[src/rtl/fetch_unit.sv]
// Instruction-fetch stage: owns the fetch PC, issues word requests over req/ack,
// and hands fetched words to the core through a one-entry valid/ready register.
module fetch_unit #(
  parameter logic [31:0] RESET_PC = 32'h0000_0000
) (
  input  logic        clk,
  input  logic        reset_n,
  output logic        imem_req,
  output logic [31:0] imem_addr,
  input  logic        imem_ack,
  input  logic [31:0] imem_rdata,
  input  logic        imem_err,
  input  logic        redirect_valid,
  input  logic [31:0] redirect_pc,
  output logic        fetch_valid,
  input  logic        fetch_ready,
  output logic [31:0] fetch_instr,
  output logic [31:0] fetch_pc,
  output logic        fetch_fault
);

  typedef enum logic [2:0] {
    BOOT,
    REQ,
    FULL,
    FLUSH,
    HALT
  } state_e;

  state_e      state_q, state_d;
  logic [31:0] pc_q, pc_d;
  logic [31:0] target_q, target_d;
  logic        tfault_q, tfault_d;
  logic [31:0] instr_q, instr_d;
  logic [31:0] entry_pc_q, entry_pc_d;
  logic        fault_q, fault_d;

  logic        take;
  logic [31:0] take_pc;

  always_ff @(posedge clk or negedge reset_n) begin
    if (!reset_n) begin
      state_q    <= BOOT;
      pc_q       <= RESET_PC;
      target_q   <= 32'h0;
      tfault_q   <= 1'b0;
      instr_q    <= 32'h0;
      entry_pc_q <= 32'h0;
      fault_q    <= 1'b0;
    end else begin
      state_q    <= state_d;
      pc_q       <= pc_d;
      target_q   <= target_d;
      tfault_q   <= tfault_d;
      instr_q    <= instr_d;
      entry_pc_q <= entry_pc_d;
      fault_q    <= fault_d;
    end
  end

  // Every retarget (redirect or deferred target) funnels through take/take_pc.
  always_comb begin
    state_d    = state_q;
    pc_d       = pc_q;
    target_d   = target_q;
    tfault_d   = tfault_q;
    instr_d    = instr_q;
    entry_pc_d = entry_pc_q;
    fault_d    = fault_q;
    take       = 1'b0;
    take_pc    = redirect_pc;

    case (state_q)
      BOOT: state_d = REQ;

      REQ: begin
        if (redirect_valid) begin
          if (imem_ack) begin
            take = 1'b1;
          end else begin
            target_d = redirect_pc;
            tfault_d = (redirect_pc[1:0] != 2'b00);
            state_d  = FLUSH;
          end
        end else if (imem_ack) begin
          instr_d    = imem_err ? 32'h0 : imem_rdata;
          entry_pc_d = pc_q;
          fault_d    = imem_err;
          if (!imem_err) pc_d = pc_q + 32'd4;
          state_d = FULL;
        end
      end

      FLUSH: begin
        if (imem_ack) begin
          take = 1'b1;
          if (!redirect_valid) take_pc = target_q;
        end else if (redirect_valid) begin
          target_d = redirect_pc;
          tfault_d = (redirect_pc[1:0] != 2'b00);
        end
      end

      FULL: begin
        if (redirect_valid) begin
          take = 1'b1;
        end else if (fetch_ready) begin
          state_d = fault_q ? HALT : REQ;
        end
      end

      HALT: begin
        if (redirect_valid) take = 1'b1;
      end

      default: state_d = BOOT;
    endcase

    // A misaligned target never reaches memory; it becomes a fault entry instead.
    if (take) begin
      if (take_pc[1:0] == 2'b00) begin
        pc_d    = take_pc;
        state_d = REQ;
      end else begin
        instr_d    = 32'h0;
        entry_pc_d = take_pc;
        fault_d    = 1'b1;
        state_d    = FULL;
      end
    end
  end

  assign imem_req    = (state_q == REQ) || (state_q == FLUSH);
  assign imem_addr   = pc_q;
  assign fetch_valid = (state_q == FULL);
  assign fetch_instr = instr_q;
  assign fetch_pc    = entry_pc_q;
  assign fetch_fault = fault_q;

endmodule

[config.mk]
export PLATFORM = sky130hd
export DESIGN_NAME = fetch_unit
export DESIGN_NICKNAME = d
export VERILOG_FILES = /design/src/rtl/fetch_unit.sv
export SDC_FILE = /design/constraint.sdc
export NUM_CORES = 1
export LEC_CHECK = 0
export BUFFER_PORTS_ARGS = -buffer_cell sky130_fd_sc_hd__buf_2
export CORE_MARGIN = 2
export CORE_UTILIZATION = 54
export CTS_CLUSTER_DIAMETER = 50
export DETAILED_ROUTE_END_ITERATION = 7
export GPL_TIMING_DRIVEN = 0
export PLACE_DENSITY = 0.8
export REMOVE_ABC_BUFFERS = 1
export SLEW_MARGIN = 0
export SYNTH_ARGS = -nofsm -noshare
export SYNTH_HDL_FRONTEND = slang
export SYNTH_SLANG_ARGS = --single-unit
[constraint.sdc]
create_clock -name clk -period 2.61 [get_ports clk]
set_clock_uncertainty 0.1 [all_clocks]
set_input_delay 0.6525 -clock clk [delete_from_list [all_inputs] [get_ports clk]]
set_output_delay 0.6525 -clock clk [all_outputs]
set_load 0.01 [all_outputs]
## After elaboration in Yosys (flattened, before gate mapping)

Cells that the tools add are included.

| word-level totals | value |
|---|---|
| register bits | 132 |
| input bits | 70 |
| output and inout bits | 99 |

| operators by class | value |
|---|---|
| add/subtract/negate cells | 1 |
| equality and inequality tests | 12 |
| multiplexer cells | 42 |
| reductions and logical operators | 8 |

Operator list:

| cell | count |
|---|---|
| 32-bit two-way mux | 23 |
| 32-bit one-hot mux with 2 select lines | 1 |
| 32-bit by 3-bit adder with 32-bit output, second input constant | 1 |
| 3-bit two-way mux | 7 |
| 3-bit one-hot mux with 4 select lines | 1 |
| 1-bit two-way mux | 8 |
| 4-bit != test, second input constant | 2 |
| 3-bit by 2-bit == test with 1-bit output, second input constant | 2 |
| 2-bit != test, second input constant | 3 |
| 5-bit AND reduction | 1 |
| 4-bit AND reduction | 1 |
| 2-bit OR reduction | 2 |
| 3-bit by 1-bit == test with 1-bit output, second input constant | 1 |
| 3-bit == test, second input constant | 1 |
| 3-bit zero test | 1 |
| 3-bit by 1-bit != test with 1-bit output, second input constant | 1 |
| 3-bit by 2-bit != test with 1-bit output, second input constant | 1 |
| 1-bit one-hot mux with 3 select lines | 1 |
| 2-bit zero test | 1 |
| 2-bit two-way mux | 1 |
| 2-bit by 1-bit != test with 1-bit output, second input constant | 1 |
| 2-bit nonzero test | 1 |
| 1-bit logical OR | 1 |

## Depth between registers and ports, before layout

Gate-level depths: netlist of the first run.

| logic depth | value |
|---|---|
| depth after elaboration | 7 |
| gate-level depth with buffers | 8 |

## Worst setup path after synthesis of the first run

Ideal clock, no wire load.

| timing path | value |
|---|---|
| path type | input to register |
| start point | input port redirect_valid |
| end point | register pc_q[24], in the netlist imem_addr[24] |
| setup time | 82 ps |
| data arrival time | 2,413 ps |
| required time | 2,428 ps |
| setup slack | 16 ps |
| cell stages on the path | 5 |
| path buffers | 1 |
| cell sequence | or4b_4 > or4_1 > buf_2 > or4_1 > a31oi_1 |

| on the way | value |
|---|---|
| longest elaborated chain between the ends | 6 |
| elaborated cells between the ends (all ways) | 11 |
| those cells by class | mux (10); reduce/logical (1) |

Ends and longest elaborated chain:

| element | line | source |
|---|---|---|
| start: declaration | 13 | `input logic redirect_valid,` |
| 32-bit two-way mux | 97 | `if (!redirect_valid) take_pc = target_q;` |
| 32-bit two-way mux | 95 | `if (imem_ack) begin` |
| 32-bit two-way mux | 73 | `case (state_q)` |
| 2-bit zero test | 121 | `if (take_pc[1:0] == 2'b00) begin` |
| 32-bit two-way mux | 121 |  |
| 32-bit two-way mux (*) | 120 | `if (take) begin` |
| named net pc_d[24] | 31 | `logic [31:0] pc_q, pc_d;` |
| end signal: assignment | 52 | `pc_q <= pc_d;` |
| end: declaration | 31 |  |

Mark *: on every way through the listed nets, which the timed path passes. The rest lies on a longest branch.
A chain may end at the register's enable or synchronous reset.

## Worst setup path after layout of the first run

| timing path | value |
|---|---|
| start point | register state_q[1] |
| end point | register pc_q[25], in the netlist imem_addr[25] |

| on the way | value |
|---|---|
| longest elaborated chain between the ends | 5 |
| elaborated cells between the ends (all ways) | 11 |
| those cells by class | eq/ne (4); mux (5); reduce/logical (2) |

Ends and longest elaborated chain:

| element | line | source |
|---|---|---|
| start: declaration | 30 | `state_e state_q, state_d;` |
| start signal: assignment | 51 | `state_q <= state_d;` |
| 3-bit by 2-bit == test with 1-bit output | 73 |  |
| 32-bit two-way mux | 73 |  |
| 2-bit zero test | 121 |  |
| 32-bit two-way mux | 121 |  |
| 32-bit two-way mux (*) | 120 |  |
| named net pc_d[25] | 31 |  |

Marks and branches as above.

==> impl_metrics.csv, run 1 <==
group,metric,value,unit
cells_and_area,drive_above_1_share,0.324,
cells_and_area,fill_cells,956,
timing,slew_headroom,0.391,
route,dr.pass1.iters,4,
power_and_ir_drop,power_density,1150,nW/µm²
clocking,tritoncts,"yes",
worst_setup_path,slowest_delay,540,ps
die,fp-row-count,41,
clocking,cts.sinks,132,
place,gp_congestion,0.862,
timing,drv_slew,0,
timing,period_share,0.979,
synth,ys_seq_area_frac,0.473,
power_and_ir_drop,p_total,10.1,mW
synth,synth.area.top_cells,"dfrtp_1 (47%), mux2i_1 (12%), mux2_2 (5.2%)",
worst_setup_path,arrival,2800,ps
synth,synth_top_family_by_area,"simple AND/OR/NAND/NOR gates",
clocking,clk_pin_slew,60,ps
status,outcome,"complete, no violations",
cells_and_area,final_cells,1002,
run,max_cap_violations,0,
place,dp_slack,-1290,ps
worst_setup_path,startpoint_type,"register",
worst_setup_path,cp_slowest_cell,"or3_4",
synth,synthXorXnorAreaFrac,0.0113,
route,postRouteAntennaNets,0,
synth,synth.most_common_cell,"dfrtp_1",
route,first_iter_violations,430,
synth,yosys.area_share.simple,0.179,
global_route,grt_pass1_wl,30100,µm
worst_setup_path,critPathCaptureType,"register",
cells_and_area,antenna_cells,0,
die,core_area,12600,µm²
global_route,grt_antenna_before_repair,0,
route,wl_per_cell,18.5,µm
synth,synth_area_leader_cell,"dfrtp_1",
power_and_ir_drop,vdd_ir_drop_max,0.586,mV
worst_setup_path,crit_family,"simple AND/OR/NAND/NOR gates",
cells_and_area,regArea,3310,µm²
synth,syn_area_per_cell,10.4,µm²
timing,tightest_slew,913,ps
route,wirelength,18500,µm
place,placedCellCount,958,
timing,period_needed,2560,ps
worst_setup_path,startpoint,"state_q[1]$_DFFE_PN0P_",
die,die_w,118,µm
clocking,cts-htree-levels,4,
clocking,cts_buffer_depth,2,
worst_setup_path,cp.required,2850,ps
worst_setup_path,cp_cell_sequence,"buf_12, or3_1, or3_4, or4_1, a31oi_1",
cells_and_area,post-route-util,0.693,
clocking,hold_buffers,0,
worst_setup_path,worstSetupPathType,"reg2reg",
die,die_area,13800,µm²
die,io_pins,169,
global_route,globalRouteOverflowTotal,0,
global_route,grt_max_degree,96,
timing,finalHoldViolCount,0,
cells_and_area,area_growth,25.3,%
worst_setup_path,path_buf_inv,1,
timing,fmax,391,MHz
worst_setup_path,r2r_setup_slack,50,ps
synth,synthAdderAreaFrac,0.00179,
worst_setup_path,critical_path.max_fanout,19,
synth,synth_edf_count,0,
synth,synth_ff_type,"dfrtp_1",
clocking,numCtsBuffers,17,
cells_and_area,nNetsFinal,888,
hold_path,hp-class,"in2async",
cells_and_area,multi_input_area,3480,µm²
die,start_util,0.553,
synth,netlist_instances,669,
global_route,grt_pass1_vias,5910,
route,via_count,6071,
timing,setup_viol,0,
place,dp_hpwl,12000,µm
clocking,cts_root_buffer,"clkbuf_16",
synth,synth-async-reset-ratio,1.00,
synth,yosys_warnings,0,
timing,fin_ws,53.6,ps
synth,netlist.area_leader.share,0.473,
die,chipHeight,118,µm
worst_setup_path,r2r-start,"state_q[1]$_DFFE_PN0P_",
synth,synth_commonest_cells,"dfrtp_1 (132), mux2i_1 (84), clkbuf_1 (45), nand2_1 (40), a21oi_1 (36)",
global_route,grt_usage,0.269,
place,numPortBuffers,168,
synth,synth_mux_area_frac,0.172,
synth,netlist_area,6980,µm²
clocking,clk_latency,420,ps
synth,ys_ff_latch,132,
synth,ys_types,46,
synth,synth_compound_area_frac,0.125,
route,via_per_inst,6.06,
power_and_ir_drop,p_leak,4.17,nW
route,drt_drc_violations_left,0,
[timing repair]
| item | in CTS | in global routing |
|---|---|---|
| resized for setup | 11 | 4 |
| pin swaps | 2 | 0 |
| setup endpoints to repair | 99 | 41 |
| setup buffers | 6 | 6 |
[where the power goes]
part / total [mW] / internal, mW / switching [mW]
Sequential: 3.71 / 2.92 / 0.784
Combinational: 3.88 / 1.80 / 2.08
Clock: 2.46 / 1.60 / 0.868
[worst register-to-register path, stage by stage, from the launching register on]
cell and delay, ps:
dfrtp_2 470, buf_12 160, or3_1 500, or3_4 540
or4_1 540, a31oi_1 180
[per-layer routing]
metal  GRT usage  wire length (µm)
met4       0.103               357
met5           0                 0
met2       0.432              8910
met1       0.356              8130
met3      0.0630              1120
[path summary, 6_finish.rpt]
check                                       endpoint  cells after the start
min in group clk            target_q[15]$_DFFE_PN0P_                      2
min reg2reg                 target_q[24]$_DFFE_PN0P_                      1
max                          imem_addr[25]$_DFF_PN0_                      5
max in group asynchronous      fetch_pc[4]$_DFF_PN0_                      2
max reg2reg                  imem_addr[25]$_DFF_PN0_                      5
min                        fetch_instr[28]$_DFF_PN0_                      1
[sequential cells by signal, summed over array words and instances (netlist names)]
signal,count
fetch_pc,32
fetch_fault,1
target_q,32
imem_addr,32
fetch_instr,32
state_q,3
[cell usage in the layout, fill, tap and decap left out, types with 3 or more instances in the layout]
master     netlist  routed
buf_2            5     167
dfrtp_1        132     129
mux2i_1         84      84
nand2_1         40      40
a21oi_1         36      36
nand3b_1        35      35
mux2_2          32      32
nor2_1          28      27
a31oi_1         23      23
and3_1          22      22
a21boi_0        21      21
a2111oi_0       20      19
clkbuf_16        0      17
nand3_1         11      11
o21ai_0         12      11
buf_4            0      11
nand4_1         10      10
or4_1           12      10
or3_1           12      10
nor4_1          10      10
o31ai_1          8       8
inv_1            8       8
nor3_1           8       7
xnor2_1          7       7
nand2b_1         4       4
nand4b_1         4       4
o41ai_1          4       4
clkinv_2         0       4
clkbuf_8         0       4
and2_1           3       3
bufinv_16        0       3
buf_16           0       3
buf_12           0       3
dfrtp_2          0       3
[stage by stage]
stage          TNS, ps  hold slack, ps  area (µm²)
3_3_place_gp   -422580             381        7800
6_report             0            24.3        8740
2_1_floorplan  -100070             257        6750
3_5_place_dp   -109800             388        7970
4_1_cts              0            25.5        8670
5_1_grt          -5.03            47.3        8740
[layout make-up]
type,count,area share
Clock inverter,9,0.0143
Tap cell,172,0.0246
Multi-Input combinational cell,471,0.398
Timing Repair Buffer,187,0.126
Sequential cell,132,0.378
Clock buffer,23,0.0558
Inverter,8,0.00343
[kinds of logic after synthesis]
logic type	count (synthesis)
AND/OR/NAND/NOR	214
flip-flops	132
AO/OA/AOI/OAI	131
multiplexers	116
buffers and inverters	66
XOR/XNOR	9
adder cells (fa/ha/maj)	1
(Power assumes the default switching activity.)
==> run 2: changes to the inputs <==
--- a/config.mk
+++ b/config.mk
@@ -8,9 +8,10 @@
 export BUFFER_PORTS_ARGS = -buffer_cell sky130_fd_sc_hd__buf_2
 export CORE_MARGIN = 2
-export CORE_UTILIZATION = 54
+export CORE_UTILIZATION = 55
+export CTS_BUF_LIST = sky130_fd_sc_hd__clkbuf_8
 export CTS_CLUSTER_DIAMETER = 50
 export DETAILED_ROUTE_END_ITERATION = 7
 export GPL_TIMING_DRIVEN = 0
-export PLACE_DENSITY = 0.8
+export PLACE_DENSITY = 0.82
 export REMOVE_ABC_BUFFERS = 1
 export SLEW_MARGIN = 0
==> constraint.sdc (replaced) <==
create_clock -name clk -period 2.61 [get_ports clk]
set_clock_uncertainty 0.1 [all_clocks]
set_input_delay 0.261 -clock clk [delete_from_list [all_inputs] [get_ports clk]]
set_output_delay 0.261 -clock clk [all_outputs]
set_load 0.01 [all_outputs]
==> impl_metrics.csv, run 2 (synthesis results as in run 1) <==
group,metric,value,unit
cells_and_area,nNetsFinal,953,
die,chipHeight,117,µm
worst_setup_path,slowest_delay,620,ps
clocking,cts_root_buffer,"clkbuf_8",
global_route,globalRouteOverflowTotal,0,
cells_and_area,area_growth,31.3,%
route,via_per_inst,6.06,
power_and_ir_drop,power_density,1020,nW/µm²
global_route,grt_antenna_before_repair,0,
route,wl_per_cell,19.0,µm
timing,tightest_slew,916,ps
clocking,cts_buffer_depth,2,
die,core_area,12500,µm²
clocking,cts.sinks,132,
timing,period_share,0.972,
worst_setup_path,critPathCaptureType,"register",
worst_setup_path,crit_family,"simple AND/OR/NAND/NOR gates",
cells_and_area,fin_area,9160,µm²
route,highest_layer,"met4",
timing,fin_setup_tns,0,ps
clocking,clk_latency,450,ps
worst_setup_path,critical_path.max_fanout,11,
route,postRouteAntennaNets,0,
power_and_ir_drop,p_leak,4.34,nW
place,placed_area,7980,µm²
die,die_w,117,µm
timing,setup_viol,0,
route,drt-met1-wl,8340,µm
run,max_cap_violations,0,
cells_and_area,drive_above_1_share,0.302,
cells_and_area,antenna_cells,0,
worst_setup_path,arrival,2810,ps
power_and_ir_drop,p_total,9.35,mW
worst_setup_path,cp_slowest_cell,"or4_1",
worst_setup_path,path_buf_inv,0,
clocking,clk_pin_slew,70,ps
die,fp-row-count,41,
worst_setup_path,r2r-start,"state_q[1]$_DFFE_PN0P_",
route,via_count,6470,
worst_setup_path,worstSetupPathType,"reg2reg",
worst_setup_path,cp.required,2880,ps
timing,period_needed,2540,ps
clocking,tritoncts,"yes",
route,dr.pass1.iters,5,
cells_and_area,final_common_cell,"buf_2",
timing,slew_headroom,0.389,
power_and_ir_drop,vdd_ir_drop_max,0.549,mV
hold_path,hold_start,"redirect_valid",
global_route,grt_max_degree,70,
worst_setup_path,cp_cell_sequence,"or4b_4, or4_1, or4_1, a31oi_1",
place,numPortBuffers,168,
global_route,grt_pass1_vias,6463,
worst_setup_path,startpoint,"state_q[1]$_DFFE_PN0P_",
die,io_pins,169,
hold_path,hp-class,"in2reg",
worst_setup_path,startpoint_type,"register",
global_route,grt_usage,0.301,
die,start_util,0.557,
worst_setup_path,cpMostUsedCell,"or4_1",
die,die_area,13600,µm²
timing,drv_slew,0,
cells_and_area,layout.cells.most_common_list,"buf_2 (167), dfrtp_1 (129), mux2i_1 (84)",
timing,fmax,394,MHz
route,wirelength,20300,µm
clocking,cts-htree-levels,4,
route,first_iter_violations,602,
global_route,grt_pass1_wl,31600,µm
status,outcome,"complete, no violations",
cells_and_area,fill_cells,922,
timing,finalHoldViolCount,0,
route,drt_drc_violations_left,0,
place,dp_hpwl,12100,µm
clocking,numCtsBuffers,17,
route,wl_met2,9960,µm
place,gp_congestion,0.797,
route,met3WireLength,1390,µm
run 2: cell count changes in the layout (fill, tap and decap cells not counted), sizes merged:
cell | before | now
clkinvlp | 2 | 3
dlygate4sd3 | 0 | 65
bufinv | 3 | 2
clkinv | 4 | 3
clkbuf | 23 | 22
inv | 8 | 10
run 2: per-stage QoR:
stage	instances	setup slack, ps	hold slack [ps]	utilization
global route	1067	-0.751	108	0.732
finish	1067	74.3	89.6	0.732
detailed placement	959	-1110	195	0.637
global placement	951	-3430	381	0.623
floorplan	611	-1240	-135	-
CTS	1061	37.7	52.7	0.728
run 2: worst paths after layout:
| path | slack, ps | endpoint | cells after the start |
|---|---|---|---|
| worst max-delay path | 70 | imem_addr[30]$_DFF_PN0_ | 4 |
| worst min register to register | 400 | target_q[19]$_DFFE_PN0P_ | 1 |
| min in group asynchronous | 250 | fetch_pc[27]$_DFF_PN0_ | 2 |
| max in group asynchronous | 1400 | state_q[2]$_DFFE_PN0P_ | 3 |
| worst max register to register | 70 | imem_addr[30]$_DFF_PN0_ | 4 |
| worst min-delay path | 90 | state_q[2]$_DFFE_PN0P_ | 2 |
run 2: report_power, final:
part           total (mW)  switching, mW  leakage [nW]  internal [mW]
clock network        1.74          0.781         0.209          0.963
registers            3.74          0.817          1.61           2.92
logic                3.87           2.08          2.52           1.80
run 2: timing repair:
action	4_1_cts	5_1_grt
resized for setup	11	3
hold buffers	65	0
endpoints found under the setup margin	97	39
pin swaps	1	1
setup buffers	5	6
hold endpoints to repair	127	0
run 2: cell type report:
type,instances,area [µm²],share of cell area
well taps,172,215,0.0235
inverters,8,30.0,0.00328
multi-input cells,471,3480,0.380
repair buffers,252,1720,0.188
clock inverters,10,105,0.0115
clock buffers,22,303,0.0331
flip-flops and latches,132,3310,0.361
run 2: layer usage:
metal,GRT usage,up-vias
met1,0.372,3193
met4,0.159,0
li1,-,2923
met2,0.498,301
met5,0,-
met3,0.0643,53
run 2: worst reg2reg max path: stages (launching register included):
cell	delay [ps]
dfrtp_2	480
or4b_4	590
or4_1	620
or4_1	500
a31oi_1	170
==> run 3: changes to the inputs <==
- GPL_ROUTABILITY_DRIVEN: not set -> 0
- clock period: 2.61 -> 2.4 ns (I/O delays scaled with it)
==> impl_metrics.csv, run 3 (synthesis results as in run 1) <==
group,metric,value,unit
status,outcome,"finished, violations left",
status,failed_checks,"setup timing",
worst_setup_path,path_buf_inv,0,
timing,fmax,414,MHz
timing,rsz0062_at_grt,"true",
cells_and_area,fill_cells,901,
global_route,grt_pass1_vias,6516,
clocking,clk_latency,460,ps
route,via_count,6684,
power_and_ir_drop,power_density,1120,nW/µm²
die,start_util,0.557,
cells_and_area,drive_above_1_share,0.326,
clocking,numCtsBuffers,17,
route,postRouteAntennaNets,0,
worst_setup_path,cp.required,2680,ps
route,first_iter_violations,677,
worst_setup_path,arrival,2700,ps
worst_setup_path,rr_worst_depth,4,
global_route,grt_pass1_wl,32000,µm
worst_setup_path,cp_cell_sequence,"or4b_4, or4_4, or4_4, a31oi_1",
worst_setup_path,startpoint_type,"register",
global_route,globalRouteOverflowTotal,0,
cells_and_area,nNetsFinal,972,
clocking,clk_pin_slew,70,ps
clocking,cts_buffer_depth,2,
hold_path,min_path_cells,2,
clocking,tritoncts,"yes",
die,chipHeight,117,µm
route,via_per_inst,6.15,
place,dp_hpwl,12100,µm
worst_setup_path,worstSetupPathType,"reg2reg",
cells_and_area,final_common_cell,"buf_2",
worst_setup_path,critical_path.max_fanout,8,
die,core_area,12500,µm²
hold_path,hold_start,"redirect_valid",
worst_setup_path,crit_family,"simple AND/OR/NAND/NOR gates",
timing,whs,124,ps
timing,fin_setup_tns,-24.7,ps
clocking,cts-htree-levels,4,
run,max_cap_violations,0,
hold_path,hold-path-endpoint,"state_q[2]$_DFFE_PN0P_",
die,die_area,13600,µm²
timing,period_share,1.01,
clocking,cts.sinks,132,
timing,finalHoldViolCount,0,
route,wl_per_cell,19.8,µm
route,drt_drc_violations_left,0,
timing,fin_ws,-17.1,ps
die,fp-row-count,41,
power_and_ir_drop,p_leak,4.42,nW
global_route,grt_max_degree,70,
timing,slew_headroom,0.529,
worst_setup_path,critPathCaptureType,"register",
power_and_ir_drop,vdd_ir_drop_max,0.610,mV
worst_setup_path,slowest_delay,570,ps
cells_and_area,layout.cells.most_common_list,"buf_2 (167), dfrtp_1 (128), mux2i_1 (82)",
worst_setup_path,cp_slowest_cell,"or4_4",
route,wirelength,21500,µm
clocking,cts_root_buffer,"clkbuf_8",
global_route,grt_usage,0.305,
route,dr.pass1.iters,5,
timing,tightest_slew,706,ps
die,die_w,117,µm
timing,setup_viol,2,
hold_path,hp-class,"in2reg",
worst_setup_path,r2r_setup_slack,-20,ps
cells_and_area,antenna_cells,0,
place,numPortBuffers,168,
worst_setup_path,cpMostUsedCell,"or4_4",
timing,drv_slew,0,
die,io_pins,169,
cells_and_area,area_growth,34.7,%
global_route,grt_antenna_before_repair,0,
worst_setup_path,r2r-start,"state_q[2]$_DFFE_PN0P_",
timing,period_needed,2420,ps
worst_setup_path,r2r-end,"imem_addr[24]$_DFF_PN0_",
==> run 3: through the flow <==
stage,utilization,worst slack [ps],instances,cell area (µm²),total power [mW]
floorplan,-,-1450,611,6750,6.34
global route,0.751,-83.4,1086,9400,11.1
detailed placement,0.637,-1320,959,7980,8.01
global placement,0.623,-3640,951,7800,7.72
finish,0.751,-17.1,1086,9400,10.5
CTS,0.735,1.52,1071,9190,10.2
==> run 3: how the worst max path moves through the flow <==
stage,from,to,cells after the start
6_report,state_q[2]$_DFFE_PN0P_,imem_addr[24]$_DFF_PN0_,4
5_1_grt,imem_addr[17]$_DFF_PN0_,imem_addr[30]$_DFF_PN0_,4
4_1_cts,imem_addr[8]$_DFF_PN0_,imem_addr[24]$_DFF_PN0_,4
3_5_place_dp,state_q[0]$_DFFE_PN0P_,imem_addr[10]$_DFF_PN0_,4
3_3_place_gp,state_q[0]$_DFFE_PN0P_,fetch_pc[13]$_DFF_PN0_,4
2_1_floorplan,state_q[0]$_DFFE_PN0P_,fetch_pc[10]$_DFF_PN0_,4
==> run 3: worst reg2reg max path, cell delays in order (launching register included) <==
cell and delay (ps):
dfrtp_2 450, or4b_4 570, or4_4 580, or4_4 490, a31oi_1 170
==> run 3: final cells by class <==
cell class                 instances  area [µm²]  area share
multi-input combinational        476        3600       0.383
sequential                       132        3310       0.352
timing repair buffer             266        1830       0.195
clock buffer                      22         303      0.0322
tap                              172         215      0.0229
clock inverter                    10         105      0.0112
inverter                           8        30.0     0.00320
==> run 3: timing repair <==
| item | CTS | global route |
|---|---|---|
| endpoints found under the hold margin | 134 | 0 |
| pin swaps | 2 | 6 |
| setup buffers | 15 | 10 |
| resized for setup | 15 | 30 |
| endpoints found under the setup margin | 99 | 54 |
| gates cloned | 0 | 5 |
| hold buffers | 65 | 0 |
==> run 3: report_power, final <==
part           internal [mW]  switching (mW)  leakage, nW  total (mW)
clock                   1.05           0.860        0.209        1.91
sequential              3.18           0.874         1.61        4.05
combinational           2.10            2.44         2.60        4.54
total                   6.33            4.17         4.42        10.5
==> run 3: layer usage <==
metal  global-route usage  vias to the layer above  part of all wire
met4                0.158                        0             0.032
met2                0.506                      365              0.49
met3               0.0701                       66             0.075
met1                0.373                     3282              0.40
li1                     -                     2971                 -
met5                    0                        -                 0
